`config.mk`:
```
export PLATFORM = sky130hd
export DESIGN_NAME = duty_ramp_ctrl
export DESIGN_NICKNAME = d
export VERILOG_FILES = /design/src/rtl/duty_ramp_ctrl.sv
export SDC_FILE = /design/constraint.sdc
export NUM_CORES = 1
export LEC_CHECK = 0
export CORE_UTILIZATION = 60
export DETAILED_ROUTE_END_ITERATION = 16
export HOLD_SLACK_MARGIN = 0.08
export MAX_ROUTING_LAYER = met4
export PLACE_DENSITY = 0.83
export SYNTH_ARGS = -nofsm -noshare
export SYNTH_HDL_FRONTEND = slang
export SYNTH_SLANG_ARGS = --single-unit
export TNS_END_PERCENT = 5
```
`constraint.sdc`:
```
create_clock -name clk -period 10.2 [get_ports clk]
set_input_delay 2.04 -clock clk [delete_from_list [all_inputs] [get_ports clk]]
set_output_delay 2.04 -clock clk [all_outputs]
set_load 0.03 [all_outputs]
```
`src/rtl/duty_ramp_ctrl.sv`:
```
// Slew-limited duty-cycle tracker placed between the SPI duty register and the PWM peripheral.
// Optional fast-stop (target 0x00 forces an immediate stop) is enabled by defining DUTY_RAMP_FAST_STOP_EN.
module duty_ramp_ctrl #(
   parameter int PRESCALE = 100,
   parameter int STEP     = 1
) (
   input  logic       clk,
   input  logic       rst,
   input  logic       ena,
   input  logic [7:0] target_duty,
   input  logic       ramp_en,
   output logic [7:0] duty_out,
   output logic       busy,
   output logic       done,
   output logic [1:0] dbg_state
);

   localparam logic [1:0] ST_IDLE = 2'd0;
   localparam logic [1:0] ST_UP   = 2'd1;
   localparam logic [1:0] ST_DOWN = 2'd2;

   localparam logic [9:0] PCNT_LAST = 10'(PRESCALE - 1);
   localparam logic [8:0] STEP9     = 9'(STEP);

   logic [1:0] state;
   logic [9:0] pcnt;

   logic [1:0] state_nxt;
   logic [9:0] pcnt_nxt;
   logic [7:0] duty_nxt;
   logic       done_nxt;
   logic       busy_nxt;

   logic [8:0] tgt9;
   logic [8:0] duty9;
   logic [8:0] gap;
   logic [8:0] stepped9;
   logic       above;
   logic       below;
   logic       reached;
   logic       fast_stop;

`ifdef DUTY_RAMP_FAST_STOP_EN
   assign fast_stop = (target_duty == 8'h00);
`else
   assign fast_stop = 1'b0;
`endif

   // Step arithmetic is 9 bits wide; clamping to the target when the gap is
   // within one step means the result can never overshoot or wrap.
   always_comb begin
      tgt9     = {1'b0, target_duty};
      duty9    = {1'b0, duty_out};
      above    = (target_duty > duty_out);
      below    = (target_duty < duty_out);
      gap      = above ? (tgt9 - duty9) : (duty9 - tgt9);
      stepped9 = tgt9;
      if (gap > STEP9) begin
         stepped9 = above ? (duty9 + STEP9) : (duty9 - STEP9);
      end
      reached  = (stepped9 == tgt9);
   end

   always_comb begin
      state_nxt = state;
      pcnt_nxt  = pcnt;
      duty_nxt  = duty_out;
      done_nxt  = 1'b0;
      if (!ena) begin
         state_nxt = state;
      end else if (fast_stop) begin
         state_nxt = ST_IDLE;
         pcnt_nxt  = 10'd0;
         duty_nxt  = 8'h00;
         done_nxt  = (duty_out != 8'h00);
      end else if (!ramp_en) begin
         state_nxt = ST_IDLE;
         pcnt_nxt  = 10'd0;
         duty_nxt  = target_duty;
      end else begin
         case (state)
            ST_IDLE: begin
               if (above) begin
                  state_nxt = ST_UP;
                  pcnt_nxt  = 10'd0;
               end else if (below) begin
                  state_nxt = ST_DOWN;
                  pcnt_nxt  = 10'd0;
               end
            end
            ST_UP, ST_DOWN: begin
               // Direction follows the live target every cycle; pcnt is kept
               // across a reversal so the step cadence is not disturbed.
               if (!above && !below) begin
                  state_nxt = ST_IDLE;
                  pcnt_nxt  = 10'd0;
                  done_nxt  = 1'b1;
               end else if (pcnt == PCNT_LAST) begin
                  pcnt_nxt = 10'd0;
                  duty_nxt = stepped9[7:0];
                  if (reached) begin
                     state_nxt = ST_IDLE;
                     done_nxt  = 1'b1;
                  end else begin
                     state_nxt = above ? ST_UP : ST_DOWN;
                  end
               end else begin
                  pcnt_nxt  = pcnt + 10'd1;
                  state_nxt = above ? ST_UP : ST_DOWN;
               end
            end
            default: begin
               state_nxt = ST_IDLE;
               pcnt_nxt  = 10'd0;
            end
         endcase
      end
      busy_nxt = (state_nxt == ST_UP) || (state_nxt == ST_DOWN);
   end

   always_ff @(posedge clk) begin
      if (rst) begin
         state    <= ST_IDLE;
         pcnt     <= 10'd0;
         duty_out <= 8'h00;
         busy     <= 1'b0;
         done     <= 1'b0;
      end else begin
         state    <= state_nxt;
         pcnt     <= pcnt_nxt;
         duty_out <= duty_nxt;
         busy     <= busy_nxt;
         done     <= done_nxt;
      end
   end

   assign dbg_state = state;

endmodule

```
==> results_dict.tcl <==
set metrics [dict create \
    drt_iter0_markers 265 \
    worstReg2RegEnd "dbg_state[1]" \
    rsz0062_at_grt "no" \
    hp-class "flip-flop to flip-flop" \
    met2_usage_pct 48.3 \
    dp.cells 367 \
    fin_cells 371 \
    rows 22 \
    crit_fanout 9 \
    clk_latency_ps 260 \
    final_hold_viol_count 0 \
    cp_top_family "compound AO/OA/AOI/OAI gates" \
    crit_buf_inv 3 \
    tns_ps 0 \
    grt_pass1_wl_mm 9.67 \
    vias 2316 \
    insertedDiodeCount 0 \
    slowest_stage "clkdlybuf4s50_1" \
    peakVddDrop_mv 0.123 \
    h-tree-depth 1 \
    die_area_mm2 0.00421 \
    status "completed" \
    cts_root_buf "clkbuf_8" \
    die_w_um 64.9 \
    dr.pass1.iters 5 \
    ys_seq_elements 22 \
    critPathRequiredTime_ps 10340 \
    critPathMaxStageDelay_ps 570 \
    synthesis.area_mm2 0.00237 \
    final_max_slew_viol_count 0 \
    seq_area_frac_synth_pct 18.6 \
    grt_busiest_layer "met2" \
    nets 366 \
    worstSetupEndpointType "flip-flop" \
    hold_start "pcnt[9]" \
    path_cells "clkdlybuf4s50_1 > inv_1 > ha_1 > nand3b_1 > a211oi_1 > or2_4 > and2_4 > inv_1 > ha_1 > o21ai_0 > a31o_2 > nor2b_1 > xnor2_1 > xnor2_1 > o211ai_1 > o31ai_1 > o21ai_0" \
    avgSynthCellArea_um2 7.73 \
    maxSlewHeadroom_pct 57.1 \
    cts_resized 0 \
    portBuffers 23 \
    regToRegStartpoint "duty_out[2]" \
    layout_common_cells "inv_1 (30), a21oi_1 (27), ha_1 (27)" \
    fill_cells 312 \
    track_usage_pct 30.0 \
    area_growth_pct 12.2 \
    maxCapViolCount 0 \
    synth_ff_type "dfxtp_1" \
    yosysWarningCount 0 \
    power_mw 0.320 \
    viasPerCell 6.24 \
    start_util_pct 63.8 \
    synth_cell_type_count 58 \
    antenna_found_initial 0 \
    drc 0 \
    reg2reg_depth 15 \
    cts_buffers 3 \
    met3_usage_pct 2.82 \
    fp.coreArea_mm2 0.00372 \
    r2r_setup_slack_ps 6070 \
    holdPathEnd "pcnt[9]" \
    fmax_mhz 163 \
    synth_edf_count 0 \
    wl_per_cell_um 15.9 \
    totalWireLength_mm 5.90 \
    synthCells 307 \
    grt_start_max_net_pins 14 \
    cts_hold_buf 0 \
    power_leakage_nw 1.05 \
    synth_fp_nets 349 \
    final_common_cell "inv_1" \
    ioPinCount 24 \
    arrival_ps 6270 \
    final.period_utilization_pct 60.0 \
    finalCriticalPeriod_ps 6120 \
    tightest_slew_ps 642 \
    async_flop_share_pct 0 \
    setup.worst_path.class "primary input to flip-flop" \
    path_clk_slew_ps 80 \
    die_h_um 64.9 \
    layout-drive-gt1-share_pct 4.64 \
    power_density_mw_per_mm2 120 \
    hpwl_mm 4.53 \
    whs_path_depth 2 \
    first_global_vias 2145 \
    gp_congestion 0.917 \
    finalSetupViolCount 0 \
    post_cts_buffers 0 \
    cts_tree "yes" \
    worst_clock_skew_ps 3.82 \
    clock_path_buffers 2 \
    clock_sinks 22 \
    use_met1_pct 39.0 \
    crit_path_start_kind "primary input" \
    antenna_left 0 \
    grt_overflow 0 \
]
[synth_stat cells, types with 5 or more instances]
cell type / count / area [um2]
a21oi_1: 27 / 135
a31oi_1: 7 / 43.8
dfxtp_1: 22 / 440
ha_1: 27 / 338
inv_1: 30 / 113
mux2i_1: 5 / 50.1
nand2_1: 19 / 71.3
nand3_1: 9 / 45.0
nand4_1: 8 / 50.1
nor2_1: 22 / 82.6
nor3_1: 7 / 35.0
o21ai_0: 22 / 110
or3_1: 6 / 37.5
xnor2_1: 10 / 87.6
xor2_1: 9 / 78.8
[metal layers]
layer,share of wire [%],vias to the layer above
li1,-,1137
met1,48,1092
met2,45,79
met3,5.6,8
met4,1.3,0
met5,0,-
[worst min-delay path, cell delays in order, from the launching register on]
cell and delay (ps):
dfxtp_1 320, o21ai_0 70, a21oi_1 60
[cell families after synthesis]
logic type,after synthesis,share of synthesized area [%]
flops,22,18.6
compound gates,95,25.9
mux,5,2.11
simple gates,95,21.8
xor+xnor,19,7.01
buf+inv,41,7.81
fa+ha+maj,30,16.8
[sequential cells by signal, indices dropped and copies added, names as in the netlist]
signal     count
done           1
busy           1
duty_out       8
dbg_state      2
pcnt          10
[metrics by stage]
| stage | hold WS (ps) | setup WS, ps | instance area (um2) | util [%] |
|---|---|---|---|---|
| final | 494 | 4080 | 2660 | 71.6 |
| after global routing | 536 | 3830 | 2660 | 71.6 |
| after CTS | 499 | 4140 | 2660 | 71.6 |
| after detailed placement | 487 | 3870 | 2590 | 69.7 |
| after global placement | 474 | 4000 | 2590 | 69.7 |
| after floorplan | 458 | 5060 | 2370 | - |
[final cells by class]
| cell class | instances | area [um2] | share of cell area, % |
|---|---|---|---|
| Tap cell | 48 | 60.1 | 2.26 |
| Sequential cell | 22 | 440 | 16.5 |
| Clock buffer | 3 | 41.3 | 1.55 |
| Clock inverter | 1 | 30.0 | 1.13 |
| Multi-Input combinational cell | 244 | 1750 | 65.6 |
| Timing Repair Buffer | 23 | 230 | 8.65 |
| Inverter | 30 | 113 | 4.23 |
[power breakdown]
group,switching (mW),leakage [nW],total (mW),internal (mW)
clock,0.0290,0.0357,0.0814,0.0524
sequential,0.00546,0.179,0.0950,0.0896
combinational,0.0846,0.839,0.143,0.0588
total,0.119,1.05,0.320,0.201
[worst max-delay path by stage]
| stage | startpoint | slack [ps] | endpoint | depth (start not counted) |
|---|---|---|---|---|
| 3_3_place_gp | target_duty[2] | 4000 | busy | 17 |
| 3_5_place_dp | target_duty[2] | 3870 | dbg_state[1] | 17 |
| 6_report | target_duty[2] | 4080 | dbg_state[1] | 17 |
| 4_1_cts | target_duty[2] | 4140 | dbg_state[1] | 17 |
| 5_1_grt | target_duty[2] | 3830 | dbg_state[1] | 17 |
| 2_1_floorplan | target_duty[2] | 5060 | busy | 18 |
(Power assumes the default switching activity.)
